`src/rtl/upc_pkg.sv`:
```
// Shared definitions for the UPC checkout station: 7-segment glyphs,
// the item record and the item table lookup.
package upc_pkg;

   // Characters per item name slot. Kept here because item_t depends on it.
   localparam int NAME_LEN = 8;
   // Wide enough to hold a name length of 0..NAME_LEN.
   localparam int LEN_W    = $clog2(NAME_LEN + 1);

   typedef logic [6:0] seg_t;

   // Active-low glyphs, bit0 = segment a ... bit6 = segment g.
   localparam seg_t SEG_S     = 7'h12;
   localparam seg_t SEG_H     = 7'h09;
   localparam seg_t SEG_O     = 7'h40;
   localparam seg_t SEG_E     = 7'h06;
   localparam seg_t SEG_P     = 7'h0C;
   localparam seg_t SEG_N     = 7'h2B;   // lower-case n
   localparam seg_t SEG_C     = 7'h46;
   localparam seg_t SEG_Y     = 7'h11;   // lower-case y
   localparam seg_t SEG_L     = 7'h47;
   localparam seg_t SEG_U     = 7'h63;   // lower-case u
   localparam seg_t SEG_I     = 7'h79;
   localparam seg_t SEG_T     = 7'h07;   // lower-case t
   localparam seg_t SEG_A     = 7'h08;
   localparam seg_t SEG_R     = 7'h2F;   // lower-case r shape
   localparam seg_t SEG_D     = 7'h21;   // lower-case d shape
   localparam seg_t SEG_DASH  = 7'h3F;
   localparam seg_t SEG_BLANK = 7'h7F;

   typedef enum logic {
      ST_IDLE,
      ST_SHOW
   } state_t;

   // name[0] is the leftmost character; unused slots hold SEG_BLANK.
   typedef struct packed {
      seg_t [NAME_LEN-1:0] name;
      logic [LEN_W-1:0]    len;
      logic                discounted;
      logic                expensive;
   } item_t;

   // Item table; codes outside it map to the "----" unknown entry.
   function automatic item_t lookup_item(input logic [31:0] code);
      item_t it;
      it.name       = {NAME_LEN{SEG_BLANK}};
      it.len        = LEN_W'(4);
      it.discounted = 1'b0;
      it.expensive  = 1'b0;
      case (code)
         32'd0: begin
            it.name[0] = SEG_S; it.name[1] = SEG_H;
            it.name[2] = SEG_O; it.name[3] = SEG_E;
            it.expensive = 1'b1;
         end
         32'd1: begin
            it.name[0] = SEG_P; it.name[1] = SEG_E; it.name[2] = SEG_N;
            it.len = LEN_W'(3);
         end
         32'd3: begin
            it.name[0] = SEG_C; it.name[1] = SEG_Y; it.name[2] = SEG_C;
            it.name[3] = SEG_L; it.name[4] = SEG_E;
            it.len = LEN_W'(5);
            it.discounted = 1'b1;
         end
         32'd4: begin
            it.name[0] = SEG_S; it.name[1] = SEG_U;
            it.name[2] = SEG_I; it.name[3] = SEG_T;
            it.expensive = 1'b1;
         end
         32'd5: begin
            it.name[0] = SEG_C; it.name[1] = SEG_O;
            it.name[2] = SEG_A; it.name[3] = SEG_T;
            it.discounted = 1'b1;
            it.expensive  = 1'b1;
         end
         32'd6: begin
            it.name[0] = SEG_R; it.name[1] = SEG_E; it.name[2] = SEG_C;
            it.name[3] = SEG_O; it.name[4] = SEG_R; it.name[5] = SEG_D;
            it.len = LEN_W'(6);
            it.discounted = 1'b1;
         end
         default: begin
            it.name[0] = SEG_DASH; it.name[1] = SEG_DASH;
            it.name[2] = SEG_DASH; it.name[3] = SEG_DASH;
         end
      endcase
      return it;
   endfunction

   function automatic logic item_known(input logic [31:0] code);
      return (code == 32'd0) || (code == 32'd1) || (code == 32'd3) ||
             (code == 32'd4) || (code == 32'd5) || (code == 32'd6);
   endfunction

endpackage

```
`src/rtl/upc_scroll_display.sv`:
```
// Holds the current item name and drives the 7-segment bank. Names that fit
// are shown left-aligned; longer names scroll through {name, blank} one
// character every SCROLL_DIV cycles.
module upc_scroll_display
   import upc_pkg::*;
#(
   parameter int N_DIGITS   = 6,
   parameter int SCROLL_DIV = 25_000_000
) (
   input  logic                    clk,
   input  logic                    reset,
   input  logic                    load,
   input  logic [7*NAME_LEN-1:0]   name,
   input  logic [LEN_W-1:0]        len,
   output logic [7*N_DIGITS-1:0]   hex
);

   localparam int DIV_W = $clog2(SCROLL_DIV);
   localparam int IDX_W = LEN_W + 1;   // holds pos + slot before the wrap
   localparam logic [DIV_W-1:0] DIV_LAST = DIV_W'(SCROLL_DIV - 1);

   logic [7*NAME_LEN-1:0] r_name;
   logic [LEN_W-1:0]      r_len;
   logic [LEN_W-1:0]      r_pos;
   logic [DIV_W-1:0]      r_div;
   logic                  w_scroll;
   logic [IDX_W-1:0]      w_len1;

   assign w_scroll = (32'(r_len) > N_DIGITS);
   assign w_len1   = {1'b0, r_len} + 1'b1;

   // Name latch, step divider and wrap-at-(len+1) scroll position.
   always_ff @(posedge clk) begin
      if (reset) begin
         r_name <= {NAME_LEN{SEG_BLANK}};
         r_len  <= '0;
         r_pos  <= '0;
         r_div  <= '0;
      end else if (load) begin
         r_name <= name;
         r_len  <= len;
         r_pos  <= '0;
         r_div  <= '0;
      end else if (w_scroll) begin
         if (r_div == DIV_LAST) begin
            r_div <= '0;
            r_pos <= (r_pos == r_len) ? '0 : r_pos + 1'b1;
         end else begin
            r_div <= r_div + 1'b1;
         end
      end
   end

   genvar gi;
   generate
      for (gi = 0; gi < N_DIGITS; gi++) begin : g_digit
         // Window slot shown on this digit; slot 0 is the leftmost digit.
         localparam int K = N_DIGITS - 1 - gi;
         logic [IDX_W-1:0] w_sum;
         logic [IDX_W-1:0] w_idx;
         logic             w_show;
         seg_t             w_char;

         // Pick the name character (or blank) for this window slot.
         always_comb begin
            w_sum  = {1'b0, r_pos} + IDX_W'(K);
            w_idx  = w_sum;
            w_show = 1'b0;
            w_char = SEG_BLANK;
            if (w_scroll) begin
               // pos <= len and slot < len, so one subtraction wraps.
               if (w_sum >= w_len1) begin
                  w_idx = w_sum - w_len1;
               end
               w_show = (w_idx < {1'b0, r_len});
            end else begin
               w_idx  = IDX_W'(K);
               w_show = (K < 32'(r_len));
            end
            if (w_show) begin
               for (int c = 0; c < NAME_LEN; c++) begin
                  if (w_idx == IDX_W'(c)) begin
                     w_char = r_name[7*c +: 7];
                  end
               end
            end
         end

         assign hex[7*gi +: 7] = w_char;
      end
   endgenerate

endmodule

```
`src/rtl/upc_checkout_station.sv`:
```
// Checkout station top: latches each scan, flags discounted/unknown items,
// keeps saturating tallies and a sticky stolen alarm, and shows the item
// name through upc_scroll_display.
module upc_checkout_station
   import upc_pkg::*;
#(
   parameter int UPC_W      = 3,
   parameter int N_DIGITS   = 6,
   parameter int SCROLL_DIV = 25_000_000,
   parameter int CNT_W      = 8
) (
   input  logic                   clk,
   input  logic                   reset,
   input  logic                   scan,
   input  logic [UPC_W-1:0]       upc,
   input  logic                   mark,
   input  logic                   clear_alarm,
   output logic [7*N_DIGITS-1:0]  hex,
   output logic                   discounted,
   output logic                   stolen_alarm,
   output logic                   valid_item,
   output logic [CNT_W-1:0]       scan_count,
   output logic [CNT_W-1:0]       stolen_count
);

   state_t           r_state;
   state_t           w_state_next;
   item_t            w_item;
   logic             w_known;
   logic             w_stolen;
   logic             r_discounted;
   logic             r_alarm;
   logic             r_valid;
   logic [CNT_W-1:0] r_scan_count;
   logic [CNT_W-1:0] r_stolen_count;

   assign w_item   = lookup_item(32'(upc));
   assign w_known  = item_known(32'(upc));
   assign w_stolen = w_item.expensive & ~mark;

   // State register.
   always_ff @(posedge clk) begin
      if (reset) begin
         r_state <= ST_IDLE;
      end else begin
         r_state <= w_state_next;
      end
   end

   // Next state: the first scan leaves IDLE; SHOW only reloads.
   always_comb begin
      w_state_next = r_state;
      case (r_state)
         ST_IDLE: if (scan) w_state_next = ST_SHOW;
         ST_SHOW: w_state_next = ST_SHOW;
         default: w_state_next = ST_IDLE;
      endcase
   end

   // Item flags, saturating tallies and the sticky alarm (set beats clear).
   always_ff @(posedge clk) begin
      if (reset) begin
         r_discounted   <= 1'b0;
         r_valid        <= 1'b0;
         r_alarm        <= 1'b0;
         r_scan_count   <= '0;
         r_stolen_count <= '0;
      end else begin
         if (scan) begin
            r_discounted <= w_item.discounted;
            r_valid      <= w_known;
            if (r_scan_count != '1) begin
               r_scan_count <= r_scan_count + 1'b1;
            end
            if (w_stolen && (r_stolen_count != '1)) begin
               r_stolen_count <= r_stolen_count + 1'b1;
            end
         end
         if (scan && w_stolen) begin
            r_alarm <= 1'b1;
         end else if (clear_alarm) begin
            r_alarm <= 1'b0;
         end
      end
   end

   upc_scroll_display #(
      .N_DIGITS   (N_DIGITS),
      .SCROLL_DIV (SCROLL_DIV)
   ) u_display (
      .clk   (clk),
      .reset (reset),
      .load  (scan),
      .name  (w_item.name),
      .len   (w_item.len),
      .hex   (hex)
   );

   assign discounted   = r_discounted;
   assign stolen_alarm = r_alarm;
   assign valid_item   = r_valid;
   assign scan_count   = r_scan_count;
   assign stolen_count = r_stolen_count;

endmodule
```
`config.mk`:
```
export PLATFORM = sky130hd
export DESIGN_NAME = upc_checkout_station
export DESIGN_NICKNAME = d
export VERILOG_FILES = /design/src/rtl/upc_pkg.sv /design/src/rtl/upc_scroll_display.sv /design/src/rtl/upc_checkout_station.sv
export SDC_FILE = /design/constraint.sdc
export NUM_CORES = 1
export LEC_CHECK = 0
export CAP_MARGIN = 5
export CORE_ASPECT_RATIO = 0.75
export CORE_MARGIN = 8
export CORE_UTILIZATION = 50
export CTS_CLUSTER_SIZE = 14
export DETAILED_ROUTE_END_ITERATION = 7
export HOLD_SLACK_MARGIN = 0.12
export PLACE_DENSITY = 0.71
export SYNTH_ARGS = -nofsm -noshare
export SYNTH_HDL_FRONTEND = slang
export SYNTH_SLANG_ARGS = --single-unit
export TNS_END_PERCENT = 30
```
`constraint.sdc`:
```
create_clock -name clk -period 9.4 [get_ports clk]
set_clock_uncertainty 0.1 [all_clocks]
set_input_delay 1.88 -clock clk [delete_from_list [all_inputs] [get_ports clk]]
set_output_delay 1.88 -clock clk [all_outputs]
set_load 0.01 [all_outputs]
```
* Word-level counts from Yosys, hierarchy flattened
Cells that the tools add are included.
** Cells by class
- Add/sub/neg operators :: 16
- $lt $le $gt $ge :: 19
- Equality and inequality tests :: 51
- Multiplexer cells :: 89
- Bitwise operators :: 2
- Reduce and logical (&&, ||, !) cells :: 22
** Operator list (count)
- two-way mux 7 bit :: 55
- one-hot mux 21 bit (6 select lines) :: 1
- == test 5 x 3 -> 1 bit (second input constant) :: 24
- two-way mux 5 bit :: 18
- == test 5 x 2 -> 1 bit (second input constant) :: 12
- one-hot mux 7 bit (5 select lines) :: 1
- == test 5 x 1 -> 1 bit (second input constant) :: 6
- zero test 5 bit :: 6
- less-than comparator 5 x 4 -> 1 bit :: 6
- adder 25 x 1 -> 25 bit (second input constant) :: 1
- == test 25 bit (second input constant) :: 1
- >= comparator 5 bit :: 5
- two-way mux 25 bit :: 1
- subtractor 5 bit :: 5
- adder 8 x 1 -> 8 bit (second input constant) :: 2
- inequality test 8 bit (second input constant) :: 2
- one-hot mux 7 bit (2 select lines) :: 1
- adder 4 x 1 -> 5 bit (second input constant) :: 2
- adder 4 x 2 -> 5 bit (second input constant) :: 2
- adder 4 x 3 -> 5 bit (second input constant) :: 2
- two-way mux 1 bit :: 10
- == test 3 bit (second input constant) :: 3
- one-hot mux 3 bit (3 select lines) :: 1
- less-than comparator 1 x 4 -> 1 bit (first input constant) :: 2
- other kinds (19) :: 30
** Storage, ports and cells
- Flip-flop bits (word level) :: 94
- Input port bits :: 8
- Output and inout port bits :: 61
- Logic and storage cells :: 208

* Longest topological paths before layout
Gate-level depths: netlist (run 1).
- Depth after elaboration :: 15
- Mapped depth :: 23
- Gate-level depth less buffers :: 18

* Modules after synthesis
Synthesis (run 1) repeated with hierarchy kept, for this count alone.
** Second synthesis, totals
- Cells, all modules :: 1387
- Area total of the unflattened synthesis :: 10571.4 µm²
** By module, submodules not included
- upc_scroll_display :: times used 1, cells an instance 1243, area an instance 9427.8 µm², seq. area each 1781.7 µm²
- upc_checkout_station :: times used 1, cells an instance 144, area an instance 1143.6 µm², seq. area each 380.4 µm²

* Worst setup path after synthesis (run 1)
No wires, ideal clock.
- Path type :: flip-flop to output port
- Start :: register u_display.r_len[1]
- End :: output port hex[29]
- Data arrival time :: 4.427 ns
- Data required time :: 7.420 ns
- Slack :: 2.993 ns
- Stages on the path, launching flop included :: 22
- Buffers on the path :: 5
- Cells stage by stage :: dfxtp_1 -> and3_1 -> inv_2 -> clkbuf_1 -> clkbuf_1 -> buf_1 -> ha_1 -> and4b_1 -> clkbuf_1 -> nand2b_1 -> nor2_1 -> a21oi_1 -> inv_1 -> clkbuf_1 -> ha_1 -> a21o_1 -> a21oi_1 -> o311ai_0 -> a21oi_1 -> o21ai_0 -> a21oi_1 -> o311ai_0
** On the way
- Longest elaborated chain between the ends :: 15
** Ends and longest elaborated chain
- from (decl) :: RTL line upc_scroll_display.sv:23 : logic [LEN_W-1:0] r_len;
- from (signal assigned) :: RTL line upc_scroll_display.sv:41 : r_len <= len;
- adder 4 x 1 -> 5 bit :: RTL line upc_scroll_display.sv:30 : assign w_len1 = {1'b0, r_len} + 1'b1;
- subtractor 5 bit or >= comparator 5 bit (tied branches) :: RTL line upc_scroll_display.sv:73, upc_scroll_display.sv:72
- two-way mux 5 bit :: RTL line upc_scroll_display.sv:72 : if (w_sum >= w_len1) begin
- two-way mux 5 bit (2 in a row) :: RTL line upc_scroll_display.sv:70 : if (w_scroll) begin
- zero test 5 bit :: RTL line upc_scroll_display.sv:82 : if (w_idx == IDX_W'(c)) begin
- two-way mux 7 bit (8 in a row) :: RTL line upc_scroll_display.sv:82
- two-way mux 7 bit * :: RTL line upc_scroll_display.sv:80 : if (w_show) begin
- to (decl) :: RTL line upc_checkout_station.sv:18 : output logic [7*N_DIGITS-1:0] hex,
Every way passes the cells marked *; elsewhere a longest branch is shown, timed or not. The select of a mux whose other input is x is not followed.

* Worst setup path after layout (run 1)
- Start :: register u_display.r_pos[1]
- End :: output port hex[30]
** On the way
- Longest elaborated chain between the ends :: 15
** Ends and longest elaborated chain
- from (decl) :: RTL line upc_scroll_display.sv:24 : logic [LEN_W-1:0] r_pos;
- from (signal assigned) :: RTL line upc_scroll_display.sv:47 : r_pos <= (r_pos == r_len) ? '0 : r_pos + 1'b1;
- adder 4 x 1 -> 5 bit * :: RTL line upc_scroll_display.sv:66 : w_sum = {1'b0, r_pos} + IDX_W'(K);
- subtractor 5 bit or >= comparator 5 bit (tied branches) :: RTL line upc_scroll_display.sv:73, upc_scroll_display.sv:72
- two-way mux 5 bit * :: RTL line upc_scroll_display.sv:72
- two-way mux 5 bit * :: RTL line upc_scroll_display.sv:70
- two-way mux 5 bit :: RTL line upc_scroll_display.sv:70
- zero test 5 bit :: RTL line upc_scroll_display.sv:82
- two-way mux 7 bit (8 in a row) :: RTL line upc_scroll_display.sv:82
- two-way mux 7 bit * :: RTL line upc_scroll_display.sv:80
Marked as above.

==> results.md, run 1 <==
- Run status: finished clean
- Post-detailed-routing wire length: 26.5 mm
- Fin. Hold Viols: 0
- Max incr delay on CP: about 0.67 ns
- Sequential-to-total area share from yosys stat: 0.188
- Number of flops mapped to enable cells by yosys: 0
- DR pass1 iterations: 6
- Average cell area after synthesis: about 7.5 um^2
- Placement row count: 40
- Vias per inst: 6.51
- Detailed placement HPWL: 19.9 mm
- # fillers: between 1500 and 2000
- Ys flop type: dfxtp_1
- Multi-input gate area: 6060 um^2
- Routed WL per cell: 20.2 um
- Number of distinct library cells after synthesis: between 90 and 100
- Resized cells post-CTS: 0
- Core area: 15800 um^2
- Setup crit start kind: flip-flop
- Worst slew pin tran: 0.795 ns
- Number of DRC markers in iteration 0: around 1300
- Synthesis Warnings: 0
- Storage element area: 1500 um^2
- RePlAce Congestion: 0.949
- GRT overflow: 0
- Part of the power in registers: 0.373
- Initial antenna violation count: 0
- Period Utilization, post-route: 0.889
- Clock Power Share: 0.363
- Post-CTS Hold Buffers: 0
- Top-count cell post-synth: nor2_1
- Clk pin slew, worst setup/hold paths: 0.05 ns
- Sw Share: 0.317
- Number of remaining DRC errors: 0
- Synth area leaders: dfxtp_1, ha_1, nor2_1
- Logic gate share of total power: 0.263
- Area grow syn2layout: 13.1%
- Min cycle time layout: 8.35 ns
- F_max: 120 MHz
- H-Tree Depth: 3
- Clk_lat worst skew: about 0.33 ns
- Layout Cell Area excl Fill: approximately 9000 um^2
- Share of cells above drive strength 1: 0.0745
- Critical Path Most Common Cell: a21oi_1
- CTS Buf Count: 9
- DIE HEIGHT: 125 um
- Die area: 20300 um^2
- Crit-path max FO: 14
- Crit path arrival time: 6.37 ns
- Final setup fails: 0
- Setup crit end kind: primary output
- TritonCTS sink count: 75
- WP data required: 7.42 ns
- Pint: 0.646 mW
- CP Cell Sequence: inv_1, ha_1, ha_1, nor2b_1, o31ai_1, a21oi_1, a21oi_1, inv_1, ha_1, a21o_1, a21oi_1, o311ai_0, a21oi_1, o21ai_0, a21oi_1, o311ai_0, clkdlybuf4s50_1
- Yosys top cell area share: 0.188
- Worst slew margin: 0.463
- Initial Util: 0.504
- CTS root buffer: clkbuf_16
- Placed Instance Area: 8720 um^2
- First-pass GRT wire length: around 42 mm
- Die Span X: approximately 160 um
- Net switching power: 0.300 mW
- Clock Path Buffers: 2
- I/O pin count: 69
- Synth area leader: dfxtp_1
- CTS tree: done
- Mapped cell area: 7980 um^2
- Vias after detailed routing: around 8500
- Number of routed nets with antenna violations: 0
- IO Port Bufs: 68
- Nets@finish: 1152
- Top cells by count, synth: nor2_1, nand2_1, dfxtp_1
- Post-synthesis register bit count: 75
- Max Cap Viol: 0
- Antenna Cells: 0
- Synth Instances: 1066
- Critical path's top delay family: compound AO/OA/AOI/OAI gates
- Largest net degree at the start of global routing: 52
- Asr flop ratio synth: 0
- CP max-delay cell: dfxtp_1
- Maximum VDD drop: 0.107 mV
- P_leak: about 3.4 nW
- GR Util All Layers: 0.253
- Post-CTS Setup Inserts: 0
- Final Max Tran Viols: 0
- RSZ-0062 raised after global routing: no
- Syn_nets: 1121
- Worst min-delay path class: flip-flop to flip-flop
- Crit Path Class: flip-flop to primary output
- Vias in the first global route: 7939
- Worst Path Buf+Inv: 3
- Post-layout util: 0.570
- Total negative setup slack: 0 ns
- PwrDens: 105 nW/um^2
[area by class of cell]
class / count / share of cell area
multi-input combinational: 890 / 0.672
tap: 210 / 0.0291
inverter: 47 / 0.0196
sequential: 75 / 0.166
clock buffer: 13 / 0.0289
clock inverter: 2 / 0.00388
timing repair buffer: 74 / 0.0805
[metrics by stage]
step	cells	power, mW	hold WS [ns]	setup WS [ns]
4_1_cts	1311	0.944	0.382	1.16
3_5_place_dp	1296	0.602	0.374	1.54
3_3_place_gp	1296	0.601	0.366	1.60
6_report	1311	0.946	0.384	1.05
2_1_floorplan	1066	0.528	0.353	2.99
5_1_grt	1311	0.989	0.406	0.554
[kinds of logic (layout without fill, tap and decap cells)]
group,count (synthesis),after routing,synth area share
AND/OR/NAND/NOR,428,428,0.272
multiplexers,20,20,0.0264
AO/OA/AOI/OAI,344,344,0.323
XOR/XNOR,51,51,0.0602
adder cells (fa/ha/maj),47,47,0.0784
flip-flops,75,75,0.188
buffers and inverters,101,136,0.0521
[worst paths after layout]
check / start / to / slack (ns) / depth (start not counted)
setup / recovery: u_display.r_pos[1] / hex[30] / 1.05 / 17
hold / removal: u_display.r_div[1] / u_display.r_div[1] / 0.38 / 2
setup reg to reg: u_display.r_len[0] / u_display.r_div[21] / 6.42 / 7
hold reg to reg: u_display.r_div[1] / u_display.r_div[1] / 0.38 / 2
[worst register-to-register path, cell delays in order, from the launching register on]
cell and delay [ns]:
dfxtp_1 0.44, and3_1 0.23, buf_4 0.37, nand4_1 0.24, nor2_1 0.26, and3_1 0.39, or3_1 0.68, nor2_1 0.12
[per-layer routing]
| layer | global-route usage | vias up | share of wire | wire length, um |
|---|---|---|---|---|
| met5 | 0 | - | 0 | 0 |
| met2 | 0.395 | 402 | 0.44 | 11700 |
| met1 | 0.341 | 3998 | 0.44 | 11600 |
| li1 | - | 4067 | - | - |
| met4 | 0.0967 | 0 | 0.031 | 826 |
| met3 | 0.0443 | 72 | 0.091 | 2400 |
[power by group through the flow]
stage	Sequential, mW	Combinational, mW	Clock, mW
after floorplan	0.345	0.183	0
after global routing	0.353	0.273	0.363
final	0.353	0.249	0.344
after detailed placement	0.358	0.244	0
after CTS	0.351	0.246	0.348
after global placement	0.357	0.244	0
[cells in the final DEF (no fill, tap or decap), drive strengths merged, types with 20 or more instances in the layout]
cell | netlist | layout
a21oi | 57 | 57
clkdlybuf4s50 | 0 | 68
dfxtp | 75 | 75
ha | 42 | 42
inv | 46 | 46
nand2 | 78 | 78
nand2b | 20 | 20
nand3 | 40 | 40
nand4 | 21 | 21
nor2 | 126 | 126
nor3 | 29 | 29
o211ai | 22 | 22
o21ai | 64 | 64
o22ai | 20 | 20
xnor2 | 21 | 21
xor2 | 30 | 30
[registers in the layout (all words and copies together), names as in the netlist]
| register | cells |
|---|---|
| u_display.r_len | 3 |
| scan_count | 8 |
| stolen_alarm | 1 |
| stolen_count | 8 |
| u_display.r_name | 24 |
| u_display.r_pos | 4 |
| discounted | 1 |
| u_display.r_div | 25 |
| valid_item | 1 |
No activity file was read; power rests on OpenSTA's default activity.
==> inputs of run 2 (changes only) <==
Settings changed: ABC_AREA set to 1, CTS_BUF_LIST set to sky130_fd_sc_hd__clkbuf_4 sky130_fd_sc_hd__clkbuf_8.
Clock period 9.4 ns to 8.9 ns, I/O delays scaled along.
==> run 2 against run 1 <==
Effect of this change:
- sequential power grew 3%
- largest cell class unchanged
- clock-buffer cell count down 3
- worst setup slack better by 1.1 ns
- cell count is 21% higher
- global-route usage fell by 0.68 points
- cell area shrank 0.39%
- combinational power hardly changed
- clock power fell by 21%
- synthesized cell count is 23% higher
==> results.md, run 2 <==
- First-pass GRT wire length: 41.4 mm
- CP Cell Sequence: ha_1, nand2_1, o21ai_0, inv_1, ha_1, nand2_1, nor2_2, nor2_4, nand2_2, nand2_1, nand2_1, inv_2, ha_1, a21oi_1, o2111ai_1, a22oi_1, nand2_1, a31oi_1, nand2_1, clkdlybuf4s50_1
- Flop-to-flop setup slack: 5.87 ns
- Pwr Total: 0.889 mW
- RSZ-0062 raised after global routing: no
- Synth Instances: 1313
- P_leak: about 4.2 nW
- Vias after detailed routing: 8912
- Number of DRC markers in iteration 0: 801
- Clock Path Buffers: 2
- Fin Hold WS: 0.362 ns
- CTS root buffer: clkbuf_8
- Sw Share: 0.359
- Worst slew pin tran: between 0.8 and 0.9 ns
- WP data required: 7.02 ns
- Part of the power in registers: 0.409
- Regs by FF count: u_display.r_div (25), u_display.r_name (24)
- DIE HEIGHT: 125 um
- CP max-delay cell: dfxtp_1
- Reg-to-Reg Start: u_display.r_len[0]
- H-Tree Depth: 3
- Die Span X: 161 um
- Worst min-delay path class: flip-flop to flip-flop
- Logic gate share of total power: 0.283
- Clock Power Share: 0.307
- Worst Path Buf+Inv: 3
- Max Cap Viol: 0
- Max incr delay on CP: 0.65 ns
- Ys flop type: dfxtp_1
- Number of remaining DRC errors: 0
- Vias in the first global route: around 8300
- GRT overflow: 0
- Setup crit end kind: primary output
- Clk_lat worst skew: 0.36 ns
- PwrDens: between 90 and 100 nW/um^2
- Reg with most FFs: u_display.r_div
- Clk pin slew, worst setup/hold paths: ~0.09 ns
- DR pass1 iterations: 5
- Mapped cell area: approximately 7900 um^2
- Synthesis Warnings: 0
- Top-count cell post-synth: nand2_1
- Largest net degree at the start of global routing: 42
- Detailed placement HPWL: 19.7 mm
- Post-route worst setup slack: 2.16 ns
- GR Util All Layers: 0.247
- Number of flops mapped to enable cells by yosys: 0
- Sequential-to-total area share from yosys stat: 0.190
- Commonest cells after routing, fill and taps aside: nand2_1, inv_1, nand3_1
- I/O pin count: slightly below 70
- Cells after DPL: 1575
- Nets@finish: 1431
- Final cell count without fillers: ~1600
- Post-CTS Setup Inserts: 0
- Share of cells above drive strength 1: 0.113
- Syn_nets: 1368
- Critical Path Most Common Cell: nand2_1
- Number of flip-flops in the largest register: 25
- Initial antenna violation count: 0
- Top cells by count, synth: nand2_1, inv_1, nand3_1
- Yosys top cell area share: 0.192
- Run status: finished clean
- Most common cell after layout, fill and taps aside: nand2_1
- Worst slew margin: 0.434
- Die area: 20200 um^2
- CTS tree: done
- RePlAce Congestion: 1.02
- Period Utilization, post-route: 0.757
- Vias per inst: approximately 5.6
- Post-detailed-routing wire length: 25.2 mm
- Cell count of the worst reg-to-reg path: 9
- TritonCTS sink count: 75
- Final setup fails: 0
- Critical Path Sink: hex[32]
- F_max: 148 MHz
- WP depth: 20
- Post-synthesis register bit count: 75
- Antenna Cells: 0
- Asr flop ratio synth: 0
- Setup crit start kind: flip-flop
- Number of distinct library cells after synthesis: 56
- Critical path's top delay family: compound AO/OA/AOI/OAI gates
- Crit path arrival time: around 5 ns
- Number of routed nets with antenna violations: 0
- Place WS: between 2 and 3 ns
- Fin. Hold Viols: 0
- RR Endpoint: u_display.r_div[19]
- Post-CTS Hold Buffers: 0
- Area grow syn2layout: 13.4%
- Net switching power: about 0.32 mW
- Crit Path Class: flip-flop to primary output
- Routed WL per cell: 15.9 um
- CTS Buf Count: 9
- Core area: 15800 um^2
- Crit-path max FO: 11
- Synth area leaders: nand2_1, dfxtp_1, nand3_1
- Initial Util: 0.502
- Synth area leader: nand2_1
- Placement row count: 40
- IO Port Bufs: slightly below 70
- Average cell area after synthesis: 6.03 um^2
- Resized cells post-CTS: 0
- Total negative setup slack: 0 ns
- Min cycle time layout: 6.74 ns
- Final Max Tran Viols: 0
- Pint: 0.570 mW
- CP Launch Point: u_display.r_pos[2]
- Maximum VDD drop: approximately 0.076 mV
==> run 2: final cells by class <==
cell class / instances / area [um^2]
Inverter: 176 / 661
Clock buffer: 10 / 138
Timing Repair Buffer: 69 / 688
Clock inverter: 6 / 65.1
Sequential cell: 75 / 1500
Tap cell: 210 / 263
Fill cell: 1623 / 6780
Multi-Input combinational cell: 1045 / 5670
==> run 2: cells by family (layout without fill, tap and decap cells) <==
kind of cell               count (synthesis)  count (layout)  synth area share
and+or+nand+nor                          775             775             0.466
AOI/OAI and AO/OA                        211             211             0.156
buffers and inverters                    193             261            0.0948
DFF                                       75              75             0.190
adders and majority gates                 47              47            0.0790
xor gates and xnor gates                  12              12            0.0142
==> run 2: how the worst min path moves through the flow <==
| stage | start | to | cells after the start |
|---|---|---|---|
| final | valid_item | valid_item | 2 |
| after global routing | u_display.r_div[12] | u_display.r_div[12] | 2 |
| after CTS | valid_item | valid_item | 2 |
| after detailed placement | valid_item | valid_item | 2 |
| after global placement | u_display.r_div[12] | u_display.r_div[12] | 2 |
| after floorplan | u_display.r_div[12] | u_display.r_div[12] | 2 |
==> run 2: through the flow <==
stage | cell area (um^2) | util
finish | 8980 | 0.570
global placement | 8780 | 0.557
CTS | 8980 | 0.570
global route | 8980 | 0.570
detailed placement | 8780 | 0.557
floorplan | 7920 | -
==> run 2: worst min-delay path: cells and delay by family (launching register included) <==
| kind | cells | cell delay [ns] |
|---|---|---|
| DFF | 1 | 0.32 |
| and+or+nand+nor | 2 | 0.11 |
==> run 2: routing by layer <==
| layer | vias up | track usage | part of all wire |
|---|---|---|---|
| li1 | 4464 | - | - |
| met1 | 4042 | 0.337 | 0.47 |
| met2 | 342 | 0.376 | 0.42 |
| met3 | 64 | 0.0433 | 0.081 |
| met4 | 0 | 0.101 | 0.032 |
| met5 | - | 0 | 0 |
==> run 2: power groups by stage <==
stage / clock (mW) / sequential, mW / combinational (mW)
after global routing: 0.289 / 0.365 / 0.283
after floorplan: 0 / 0.363 / 0.178
after CTS: 0.279 / 0.363 / 0.249
after global placement: 0 / 0.371 / 0.246
final: 0.273 / 0.364 / 0.252
after detailed placement: 0 / 0.371 / 0.248
